$ cat src/rtl/pipe_stage_buf.sv
// pipe_stage_buf: ready/valid pipeline register with flush and exception sideband.
// Build option PIPE_SKID_EN: 2-entry skid buffer with a registered in_ready.
module pipe_stage_buf #(
   parameter int DATA_W = 134,
   parameter int EXC_W  = 5
) (
   input  logic              clk,
   input  logic              reset,
   input  logic              clear,
   input  logic              in_valid,
   output logic              in_ready,
   input  logic [DATA_W-1:0] in_data,
   input  logic [EXC_W-1:0]  in_exccode,
   input  logic              in_delay,
   output logic              out_valid,
   input  logic              out_ready,
   output logic [DATA_W-1:0] out_data,
   output logic [EXC_W-1:0]  out_exccode,
   output logic              out_delay,
   output logic              out_exc,
   output logic [1:0]        occupancy
);

   logic              w_acc;
   logic              w_con;
   logic [DATA_W-1:0] r_h_data;
   logic [DATA_W-1:0] w_h_data;
   logic [EXC_W-1:0]  r_h_exc;
   logic [EXC_W-1:0]  w_h_exc;
   logic              r_h_dly;
   logic              w_h_dly;

`ifdef PIPE_SKID_EN
   typedef enum logic [1:0] {
      EMPTY = 2'd0,
      ONE   = 2'd1,
      FULL  = 2'd2
   } state_t;

   state_t            r_state;
   state_t            w_state;
   logic [DATA_W-1:0] r_s_data;
   logic [DATA_W-1:0] w_s_data;
   logic [EXC_W-1:0]  r_s_exc;
   logic [EXC_W-1:0]  w_s_exc;
   logic              r_s_dly;
   logic              w_s_dly;

   // Ready comes straight from state, so out_ready never reaches in_ready.
   assign in_ready  = (r_state != FULL);
   assign occupancy = (r_state == FULL) ? 2'd2 :
                      (r_state == ONE)  ? 2'd1 : 2'd0;
`else
   typedef enum logic {
      EMPTY = 1'b0,
      ONE   = 1'b1
   } state_t;

   state_t            r_state;
   state_t            w_state;

   assign in_ready  = (r_state == EMPTY) || out_ready;
   assign occupancy = {1'b0, r_state == ONE};
`endif

   assign out_valid   = (r_state != EMPTY);
   assign w_acc       = in_valid && in_ready;
   assign w_con       = out_valid && out_ready;
   assign out_data    = r_h_data;
   assign out_exccode = r_h_exc;
   assign out_delay   = r_h_dly;
   assign out_exc     = out_valid && (r_h_exc != '0);

`ifdef PIPE_SKID_EN
   // Next state and entry routing; clear wins over any transfer.
   always_comb begin
      w_state  = r_state;
      w_h_data = r_h_data;
      w_h_exc  = r_h_exc;
      w_h_dly  = r_h_dly;
      w_s_data = r_s_data;
      w_s_exc  = r_s_exc;
      w_s_dly  = r_s_dly;
      if (clear) begin
         w_state  = EMPTY;
         w_h_data = '0;
         w_h_exc  = '0;
         w_h_dly  = 1'b0;
         w_s_data = '0;
         w_s_exc  = '0;
         w_s_dly  = 1'b0;
      end else begin
         case (r_state)
            EMPTY: begin
               if (w_acc) begin
                  w_state  = ONE;
                  w_h_data = in_data;
                  w_h_exc  = in_exccode;
                  w_h_dly  = in_delay;
               end
            end
            ONE: begin
               if (w_acc && !w_con) begin
                  w_state  = FULL;
                  w_s_data = in_data;
                  w_s_exc  = in_exccode;
                  w_s_dly  = in_delay;
               end else if (w_acc) begin
                  w_h_data = in_data;
                  w_h_exc  = in_exccode;
                  w_h_dly  = in_delay;
               end else if (w_con) begin
                  w_state  = EMPTY;
                  w_h_data = '0;
                  w_h_exc  = '0;
                  w_h_dly  = 1'b0;
               end
            end
            FULL: begin
               if (w_con) begin
                  w_state  = ONE;
                  w_h_data = r_s_data;
                  w_h_exc  = r_s_exc;
                  w_h_dly  = r_s_dly;
                  w_s_data = '0;
                  w_s_exc  = '0;
                  w_s_dly  = 1'b0;
               end
            end
            default: begin
               w_state  = EMPTY;
               w_h_data = '0;
               w_h_exc  = '0;
               w_h_dly  = 1'b0;
               w_s_data = '0;
               w_s_exc  = '0;
               w_s_dly  = 1'b0;
            end
         endcase
      end
   end

   // Skid register holds the entry accepted while the head is stalled.
   always_ff @(posedge clk or negedge reset) begin
      if (!reset) begin
         r_s_data <= '0;
         r_s_exc  <= '0;
         r_s_dly  <= 1'b0;
      end else begin
         r_s_data <= w_s_data;
         r_s_exc  <= w_s_exc;
         r_s_dly  <= w_s_dly;
      end
   end
`else
   // Single slot: accept loads (or replaces) H, consume alone empties it.
   always_comb begin
      w_state  = r_state;
      w_h_data = r_h_data;
      w_h_exc  = r_h_exc;
      w_h_dly  = r_h_dly;
      if (clear) begin
         w_state  = EMPTY;
         w_h_data = '0;
         w_h_exc  = '0;
         w_h_dly  = 1'b0;
      end else if (w_acc) begin
         w_state  = ONE;
         w_h_data = in_data;
         w_h_exc  = in_exccode;
         w_h_dly  = in_delay;
      end else if (w_con) begin
         w_state  = EMPTY;
         w_h_data = '0;
         w_h_exc  = '0;
         w_h_dly  = 1'b0;
      end
   end
`endif

   // State and head register; head is zero whenever the block is empty.
   always_ff @(posedge clk or negedge reset) begin
      if (!reset) begin
         r_state  <= EMPTY;
         r_h_data <= '0;
         r_h_exc  <= '0;
         r_h_dly  <= 1'b0;
      end else begin
         r_state  <= w_state;
         r_h_data <= w_h_data;
         r_h_exc  <= w_h_exc;
         r_h_dly  <= w_h_dly;
      end
   end

endmodule

$ cat config.mk
export PLATFORM = sky130hd
export DESIGN_NAME = pipe_stage_buf
export DESIGN_NICKNAME = d
export VERILOG_FILES = /design/src/rtl/pipe_stage_buf.sv
export SDC_FILE = /design/constraint.sdc
export NUM_CORES = 1
export LEC_CHECK = 0
export CAP_MARGIN = 30
export CORE_AREA = 3 3 140 169
export DETAILED_ROUTE_END_ITERATION = 10
export DIE_AREA = 0 0 143 172
export GPL_ROUTABILITY_DRIVEN = 0
export PLACE_DENSITY = 0.7
export REMOVE_ABC_BUFFERS = 1
export SYNTH_ARGS = -nofsm -noshare
export SYNTH_HDL_FRONTEND = slang
export SYNTH_SLANG_ARGS = --single-unit
$ cat constraint.sdc
create_clock -name clk -period 1.6 [get_ports clk]
set_clock_uncertainty 0.1 [all_clocks]
set_input_delay 0.32 -clock clk [delete_from_list [all_inputs] [get_ports clk]]
set_output_delay 0.32 -clock clk [all_outputs]
set_load 0.03 [all_outputs]
# Word level (Yosys, flattened, before mapping)
# Index checks and enable logic that the tools add are counted.
# op_classes
n_mux	11
n_eq_ne	0
addsub	0
bitwise_logic	1
n_shift	0
n_mul	0
div_mod_pow	0
order_cmp	0
reduce_logical	6
# op_table
operator	n
two-way mux 134 bit	3
two-way mux 5 bit	3
two-way mux 1 bit	5
nonzero test 5 bit	1
logical AND 1 bit	3
nonzero test 3 bit	1
logical OR 1 bit	1
NOT 1 bit	1
# word_totals
latch_bits	0
ram_bits	0
ff_bits	141
output_inout_bits	145
wordCells	22
mem_bits_ro	0
mem_count	0

# Logic depth before layout (Yosys ltp)
# logic_depth
depth_word	5
mapped_depth	6

# Least setup slack after synthesis
# No wires, ideal clock.
# synth_timing
kind	reg2out
startpoint	register r_h_exc[0] (netlist: out_exccode[0])
endpoint	output out_exc
path_stages_with_launch	3
arrival_time_ns	1.299
setup_slack_ns	-0.119
t_required_ns	1.180
path_cell_list	dfrtp_1 or4_1 o21a_1
# synth_via
elab_chain_cells	2
# synth_rtl
element	line_no	text
from (decl)	28	logic [EXC_W-1:0] r_h_exc;
from (signal assigned)	191	r_h_exc <= w_h_exc;
nonzero test 5 bit	72	assign out_exc = out_valid && (r_h_exc != '0);
logical AND 1 bit	72	
to (decl)	20	output logic out_exc,
# Every way passes these cells.

# Final worst setup path
# Same ends and word-level chain as after synthesis.

==> summary.txt <==
Pwr
  • Switching pwr: 3.056 mW
  • Gate power share: 0.237
  • Sequential group share of total power: 0.371
  • Worst vdd ir: about 0.7 mV
  • Clk pwr share: 0.392
  • LEAKAGE: between 4 and 5 nW
  • Switch share: 0.2913
  • Internal power: roughly 7.4 mW
  • PwrDens: roughly 880 nW/µm²

GRT
  • GRT Total Usage: 0.1781
  • Number of global-route vias before repair: 6270
  • Initial antenna violation count: 1
  • Remaining Overflow, GRT: 0
  • Largest net degree at the start of global routing: approximately 110
  • First-pass GRT wire length: about 35000 µm

Logic synthesis
  • Post-synth top area share: 0.4586
  • Mean Syn Cell Area: about 12 µm²
  • Synth unique cells: 16
  • Leading area contributor after synthesis: dfrtp_1
  • Share of flip-flops with an asynchronous set or reset: 1.000
  • Post-synthesis sequential area ratio: 0.4586
  • Ranking of synthesized cells by area: dfrtp_1 (46%), nand2b_1 (23%), o32ai_2 (19%), o32ai_1 (5.8%), clkbuf_1 (2.1%)
  • Most numerous cell in the Yosys netlist: nand2b_1
  • Yosys warning count: 0
  • Top cells by count, synth: nand2b_1 (280), dfrtp_1 (141), o32ai_2 (89), o32ai_1 (51), clkbuf_1 (44)
  • Synthesized cell area: around 7700 µm²
  • Register bit total from synthesis: ~140
  • Post-synth EDFFs: 0
  • Post-Syn Instances: 648
  • Ys flop type: dfrtp_1

STA
  • Final setup violating endpoints: 4
  • Final cycle utilization of the critical path: 1.279
  • RSZ-0062 raised after global routing: true
  • Max Fclk: a little under 500 MHz
  • Worst setup margin: -446.0 ps
  • Number of hold violations in the final report: 0
  • WHS: approximately 240 ps
  • Final-report max-slew violation count: 0
  • Tmin final: 2046 ps

Layout
  • Post-Layout Cell Count: around 1200
  • Fillcell total: around 2000
  • Layout area overhead: 54.33%
  • Multi-input logic area: between 3000 and 4000 µm²
  • Final core occ: 0.5325
  • Final net count: 1084
  • Antenna diodes: 0
  • Share of layout cells above drive strength 1: 0.3354
  • Storage cell area: ~3500 µm²

Clocking
  • Cts bufs inserted: 17
  • CTS tree: done
  • Clock Tree Buf Depth: 2
  • Root Driver: clkbuf_16
  • Clock-pin slew on the worst setup and hold paths: around 70 ps
  • Clk sinks: ~140
  • H-tree Lvls: 4
  • Clk_lat worst skew: approximately 420 ps

Run status
  • Failing checks: negative setup slack
  • Status: finished, violations left

Placement
  • IO Port Bufs: roughly 290
  • Post-DP HPWL: 15830 µm
  • Placed cells: 1189

Setup path
  • Startpoint types: flop
  • CP arrival: roughly 1600 ps
  • R2R depth: 5
  • Worst Path Max Fanout: 2
  • CP endpoint kind: output port
  • Worst endpoint required time: 1180 ps
  • Kind of critical path: reg2out

Floorplan
  • Die span in y: ~170 µm
  • Num rows: 60
  • Initial Utilization: 0.3451
  • Core Region: around 22000 µm²
  • Die width: 143 µm
  • I/O pins: 290
  • Die area: approximately 25000 µm²

Drt
  • Residual DRC count: 0
  • Pre-antenna DRT Iters: 4
  • Vias per Instance: a little over 5
  • Routed len/inst: between 15 and 20 µm
  • Number of routed nets with antenna violations: 0
  • DRT iter0 DRCs: between 200 and 250
  • Vias: 6269
  • Final wirelength: between 20000 and 25000 µm

Hold path
  • Worst hold path type: in2async

Job
  • Max cap viols: 0
cell families (layout without fill, tap and decap cells):
family | after synthesis | after routing | share of synthesized area
flops | 141 | 141 | 0.4586
other cells | 1 | 1 | 0.0004874
buf+inv | 81 | 382 | 0.06017
simple gates | 282 | 282 | 0.2304
compound gates | 142 | 142 | 0.2483
mux | 1 | 3 | 0.001951
path summary, 6_finish.rpt:
path | from | end | slack (ps)
max | out_exccode[0]$_DFFE_PN0P_ | out_exc | -450
min | reset | out_data[72]$_DFFE_PN0P_ | 240
max reg2reg | out_valid$_DFFE_PN0P_ | out_data[18]$_DFFE_PN0P_ | 50
min reg2reg | out_data[120]$_DFFE_PN0P_ | out_data[120]$_DFFE_PN0P_ | 450
max in group asynchronous | reset | out_data[109]$_DFFE_PN0P_ | 560
min in group clk | clear | out_valid$_DFFE_PN0P_ | 300
area by class of cell:
class,instances,area share
Inverter,2,0.001264
Clock buffer,19,0.03646
Tap cell,279,0.02940
Multi-Input combinational cell,428,0.3197
Timing Repair Buffer,349,0.3022
Clock inverter,12,0.01380
Sequential cell,141,0.2972
cells in the final DEF (no fill, tap or decap), drive strengths merged, types with 3 or more instances in the layout:
cell type	n
buf	71
bufinv	3
clkbuf	83
nand2b	280
clkinvlp	4
inv	5
mux2	3
clkdlybuf4s50	141
clkdlybuf4s15	70
dfrtp	141
o32ai	140
worst max-delay path, stage by stage, from the launching register on:
cell and delay (ps):
dfrtp_1 380, or4_1 510, o21a_1 190, buf_6 130
through the flow:
step	TNS [ps]	power, mW	setup slack (ps)	cell area (µm²)
after floorplan	-306030	5.107	-2499	7238
after global placement	-23540	6.461	-462.6	11250
after detailed placement	-26320	6.477	-457.3	11250
after CTS	-689.4	10.57	-466.2	11960
after global routing	-745.5	10.93	-478.0	11870
final	-546.8	10.49	-446.0	11870
routing by layer:
metal	track usage	routed length, µm	part of all wire	up-vias
li1	-	-	-	2911
met1	0.2169	9102	0.39	3136
met2	0.3121	12440	0.53	185
met3	0.04205	1164	0.050	35
met4	0.05498	604	0.026	2
met5	0	13	0.00056	-
repair_timing:
item / 4_1_cts / 5_1_grt
endpoints found under the hold margin: 23 / 0
resized for setup: 339 / 77
cloned: 0 / 7
hold buffers: 1 / 0
buffers inserted: 3 / 0
setup endpoints to repair: 136 / 150
sequential cells by signal, indices dropped and copies added, names as in the netlist:
| signal | cells |
|---|---|
| out_valid | 1 |
| out_delay | 1 |
| out_exccode | 5 |
| out_data | 134 |
power groups by stage:
stage / sequential [mW] / clock [mW] / combinational [mW]
after floorplan: 4.37 / 0 / 0.735
after global placement: 3.96 / 0 / 2.50
after detailed placement: 3.96 / 0 / 2.52
after CTS: 3.90 / 4.21 / 2.46
after global routing: 3.92 / 4.37 / 2.63
final: 3.90 / 4.11 / 2.48
No activity file was read; power rests on OpenSTA's default activity.
